$ cat src/rtl/max_display.sv
// Multiplexed 4-digit seven-segment display of a captured 16-bit max-finder result.
// Define LEAD_ZERO_BLANK_EN to blank leading zero digits (digit 0 always lit).
module max_display #(
  parameter int unsigned REFRESH_DIV = 50000
) (
  input  logic        mclk,
  input  logic        reset,
  input  logic [15:0] max,
  input  logic        done,
  output logic [6:0]  seg,
  output logic [3:0]  an,
  output logic        dp,
  output logic        shown,
  output logic        o_dbg_state
);

  // Handshake: done is a level-sampled strobe with no ready; every edge with
  // done=1 loads max into the hold register, so a held-high done reloads each cycle.

  typedef enum logic {
    S_BLANK = 1'b0,
    S_SHOW  = 1'b1
  } state_t;

  localparam logic [19:0] CNT_MAX = 20'(REFRESH_DIV - 1);

  state_t      r_state;
  state_t      w_state_nxt;
  logic [19:0] r_cnt;
  logic [1:0]  r_idx;
  logic [15:0] r_held;
  logic [6:0]  r_seg;
  logic [3:0]  r_an;
  logic        r_shown;

  logic        w_wrap;
  logic [3:0]  w_nibble;
  logic        w_lead_zero;
  logic        w_blank_digit;
  logic [6:0]  w_hex;
  logic [6:0]  w_seg_nxt;
  logic [3:0]  w_an_nxt;
  logic        w_shown_nxt;

  assign w_wrap = (r_cnt == CNT_MAX);

  // Refresh counter and digit index free-run in both states.
  always_ff @(posedge mclk or posedge reset) begin
    if (reset) begin
      r_cnt <= 20'd0;
      r_idx <= 2'd0;
    end else if (w_wrap) begin
      r_cnt <= 20'd0;
      r_idx <= r_idx + 2'd1;
    end else begin
      r_cnt <= r_cnt + 20'd1;
    end
  end

  always_ff @(posedge mclk or posedge reset) begin
    if (reset) begin
      r_held <= 16'd0;
    end else if (done) begin
      r_held <= max;
    end
  end

  always_ff @(posedge mclk or posedge reset) begin
    if (reset) begin
      r_state <= S_BLANK;
    end else begin
      r_state <= w_state_nxt;
    end
  end

  always_comb begin
    w_state_nxt = r_state;
    case (r_state)
      S_BLANK: if (done) w_state_nxt = S_SHOW;
      S_SHOW:  w_state_nxt = S_SHOW;
      default: w_state_nxt = S_BLANK;
    endcase
  end

  always_comb begin
    w_nibble    = r_held[3:0];
    w_lead_zero = 1'b0;
    case (r_idx)
      2'd0: begin
        w_nibble    = r_held[3:0];
        w_lead_zero = 1'b0;
      end
      2'd1: begin
        w_nibble    = r_held[7:4];
        w_lead_zero = (r_held[15:4] == 12'd0);
      end
      2'd2: begin
        w_nibble    = r_held[11:8];
        w_lead_zero = (r_held[15:8] == 8'd0);
      end
      default: begin
        w_nibble    = r_held[15:12];
        w_lead_zero = (r_held[15:12] == 4'd0);
      end
    endcase
  end

  always_comb begin
    w_hex = 7'b1111111;
    case (w_nibble)
      4'h0: w_hex = 7'b1000000;
      4'h1: w_hex = 7'b1111001;
      4'h2: w_hex = 7'b0100100;
      4'h3: w_hex = 7'b0110000;
      4'h4: w_hex = 7'b0011001;
      4'h5: w_hex = 7'b0010010;
      4'h6: w_hex = 7'b0000010;
      4'h7: w_hex = 7'b1111000;
      4'h8: w_hex = 7'b0000000;
      4'h9: w_hex = 7'b0010000;
      4'hA: w_hex = 7'b0001000;
      4'hB: w_hex = 7'b0000011;
      4'hC: w_hex = 7'b1000110;
      4'hD: w_hex = 7'b0100001;
      4'hE: w_hex = 7'b0000110;
      default: w_hex = 7'b0001110;
    endcase
  end

  // Output decode works on the current hold/index/state; the result is
  // registered, giving the one-cycle display latency.
  always_comb begin
`ifdef LEAD_ZERO_BLANK_EN
    w_blank_digit = (r_state == S_BLANK) || w_lead_zero;
`else
    w_blank_digit = (r_state == S_BLANK);
`endif
    w_shown_nxt = (r_state == S_SHOW);
    w_seg_nxt   = w_blank_digit ? 7'b1111111 : w_hex;
    w_an_nxt    = 4'b1111;
    if (!w_blank_digit) begin
      case (r_idx)
        2'd0:    w_an_nxt = 4'b1110;
        2'd1:    w_an_nxt = 4'b1101;
        2'd2:    w_an_nxt = 4'b1011;
        default: w_an_nxt = 4'b0111;
      endcase
    end
  end

  always_ff @(posedge mclk or posedge reset) begin
    if (reset) begin
      r_seg   <= 7'b1111111;
      r_an    <= 4'b1111;
      r_shown <= 1'b0;
    end else begin
      r_seg   <= w_seg_nxt;
      r_an    <= w_an_nxt;
      r_shown <= w_shown_nxt;
    end
  end

  assign seg         = r_seg;
  assign an          = r_an;
  assign shown       = r_shown;
  assign dp          = 1'b1;
  assign o_dbg_state = r_state;

endmodule

$ cat config.mk
export PLATFORM = sky130hd
export DESIGN_NAME = max_display
export DESIGN_NICKNAME = d
export VERILOG_FILES = /design/src/rtl/max_display.sv
export SDC_FILE = /design/constraint.sdc
export NUM_CORES = 1
export LEC_CHECK = 0
export BUFFER_PORTS_ARGS = -buffer_cell sky130_fd_sc_hd__buf_2
export CAP_MARGIN = 20
export CORE_UTILIZATION = 31
export CTS_BUF_LIST = sky130_fd_sc_hd__clkbuf_4 sky130_fd_sc_hd__clkbuf_8
export DETAILED_ROUTE_END_ITERATION = 10
export GPL_TIMING_DRIVEN = 0
export PLACE_DENSITY = 0.47
export SYNTH_ARGS = -nofsm -noshare
export SYNTH_HDL_FRONTEND = slang
export SYNTH_SLANG_ARGS = --single-unit
$ cat constraint.sdc
create_clock -name mclk -period 2.8 [get_ports mclk]
set_clock_uncertainty 0.15 [all_clocks]
set_input_delay 0.28 -clock mclk [delete_from_list [all_inputs] [get_ports mclk]]
set_output_delay 0.28 -clock mclk [all_outputs]
set_load 0.005 [all_outputs]
==> summary.txt <==
Synth Area in Compound Gates: 7.50%
Synth cell types: 41
Total gr overflow: 0
Synth top area cells: dfrtp_1 42%, dfstp_2 12%, mux2_2 6.6%
Max FO, Critical Path: 5
TritonCTS buffer count: 5
Post-Synth Simple-Gate Area: 12.3%
RePlAce Congestion: 0.752
Syn avg cell area: 11.8 um2
Yosys warns: 0
Seq cells post-synth: 51
Total Routing Usage GR: 12.6%
Post-Syn Nets: 234
Vias in the first global route: 1599
Clk slew on worst S/H paths: 0.09 ns
Clk sinks: 51
Die Area: 0.00811 mm2
# DRC: 0
Routed WL per cell: 13.5 um
Top cells by count, synth: 40 x dfrtp_1, 15 x nand2_1, 14 x mux2_2, 14 x xnor2_1, 13 x nor2_1
Standard-cell row count: 31
Final slew viol count: 0
Share of cells above drive strength 1: 33.1%
DRT antenna net count: 0
Top Ports: 33
Setup violators final: 0
Synth top area share: 41.6%
Slew headroom: 61.5%
Crit start category: register
Static leakage: 1.25 nW
Overall Power: 1.51 mW
Seq/Total Area, Yosys: 53.7%
RSZ-0062 raised after global routing: no
FFs w/ async S/R, synth: 100%
Ys flop type: dfrtp_1
Largest family of logic cells by synthesized area: simple AND/OR/NAND/NOR gates
PortBufs: 30
Iteration-0 DRC Markers: 67
Post-synthesis adder-cell area fraction: 5.73%
H-tree depth: 2
Initial Util: 32.6%
Dpl hpwl: 3250 um
CP required: 2.88 ns
Fin nets: 274
Die Wd: 90.1 um
Cell taking the most area after synthesis: dfrtp_1
Antenna diodes: 0
Status: completed
Largest net degree at the start of global routing: 37
Fillers: 787
Synth Area in XOR/XNOR: 6.56%
Post-synth EDFFs: 0
PD cells: 531 mW/mm2
Vias: 1606
Mapped Cells: 204
Worst skew pair latency: 0.30 ns
CTS root buffer: clkbuf_8
Via/cell ratio: 4.67
Post-Syn Area: 0.00240 mm2
Setup TNS: 0 ns
First-pass GRT wire length: 8010 um
Multi-input logic area: 0.00104 mm2
VDD IR max: 0.179 mV
DRT Pass-1 Iters: 4
Fmax: 392 MHz
Slew at the pin closest to its max-slew limit: 0.578 ns
CTS tree: built
Reg area: 0.00129 mm2
Initial antenna violation count: 0
Final critical-path required period: 2.55 ns
Hold Crit Class: in2reg
Final period util: 91.1%
CP arrival: 2.63 ns
Max clock buf depth: 2
Core area: 0.00737 mm2
Die Y: 90.1 um
Max_cap viols: 0
P&R area growth vs syn: 18.0%
Crit Path Category: reg2reg
DRT Wirelength: 4630 um
Most common cell in the synthesized netlist: dfrtp_1
Post-synthesis mux area share: 10.9%
Final count of hold timing violations: 0
Worst Setup End Kind: register
-- registers in the layout (all words and copies together) (netlist names) --
signal / cells
r_cnt: 20
r_held: 16
seg: 7
an: 4
r_idx: 2
o_dbg_state: 1
shown: 1
-- cell families (layout without fill, tap and decap cells) --
family | count (synthesis) | after routing
XOR/XNOR | 18 | 18
AND/OR/NAND/NOR | 60 | 60
multiplexers | 23 | 23
flip-flops | 51 | 51
buffers and inverters | 18 | 59
AO/OA/AOI/OAI | 22 | 22
other | 1 | 1
adder cells (fa/ha/maj) | 11 | 11
-- layer usage --
metal  GRT usage (%)  share of wire (%)  vias up
met2            18.1                 41       33
met5               0                  0        -
met4            4.84                1.7        0
met1            18.1                 53      777
li1                -                  -      789
met3            2.96                4.0        7
-- what timing repair did --
item                                   4_1_cts  5_1_grt
hold buffers                                 1        0
resized for setup                            0        1
setup buffers                                0        1
endpoints found under the hold margin        8        0
setup endpoints to repair                    0        1
-- final cells by class --
cell class | instances | share of cell area (%)
repair buffers | 33 | 6.62
clock buffers | 6 | 2.91
inverters | 13 | 1.72
plain buffers | 5 | 0.970
well taps | 99 | 4.37
multi-input cells | 135 | 36.7
clock inverters | 2 | 1.24
flip-flops and latches | 51 | 45.5
-- report_power, final --
group,internal [mW],switching [mW]
clock,0.289,0.245
combinational,0.0834,0.0868
sequential,0.788,0.0145
-- critical path: stages, from the launching register on --
cell and delay [ns]:
dfrtp_1 0.39, inv_1 0.10, ha_1 0.27, a222oi_1 0.48
mux2i_2 0.16, inv_1 0.15, ha_1 0.26, a211oi_1 0.23
a2111oi_2 0.09, a41oi_1 0.19
-- path summary, 6_finish.rpt --
path	startpoint	to	slack, ns	cells past startpoint
worst max-delay path	r_idx[0]$_DFFE_PP0N_	seg[3]$_DFF_PP1_	0.25	9
worst min-delay path	max[15]	r_held[15]$_DFFE_PP0P_	0.03	3
worst max register to register	r_idx[0]$_DFFE_PP0N_	seg[3]$_DFF_PP1_	0.25	9
worst min register to register	r_cnt[19]$_DFF_PP0_	r_cnt[19]$_DFF_PP0_	0.33	1
max in group asynchronous	reset	an[1]$_DFF_PP1_	1.59	4
min in group asynchronous	reset	shown$_DFF_PP0_	0.33	3
-- stage by stage --
step                      cells  util (%)  hold slack, ns  cell area, um2  setup WS [ns]
after floorplan             204         -           0.251            2400          0.522
after global placement      333      36.3           0.321            2680         0.0964
after detailed placement    334      36.6           0.129            2700          0.119
after CTS                   343      38.3          0.0210            2830         0.0750
after global routing        344      38.5          0.0460            2840         0.0360
final                       344      38.5          0.0293            2840          0.249
-- cell usage in the layout, fill, tap and decap left out, types with 2 or more instances in the layout --
cell,n
dfrtp_1,40
buf_2,31
nand2_1,15
mux2_2,14
xnor2_1,14
nor2_1,13
nand3_1,11
inv_1,11
ha_1,11
dfstp_2,11
nor3_1,6
clkbuf_8,6
mux2i_1,5
nand4_1,4
xor2_1,4
a222oi_1,4
buf_4,3
nor2b_1,3
o221ai_1,3
o21ai_0,3
clkbuf_1,2
nor4_2,2
nor4_1,2
a21oi_1,2
inv_2,2
mux2i_2,2
No activity file was read; power rests on OpenSTA's default activity.
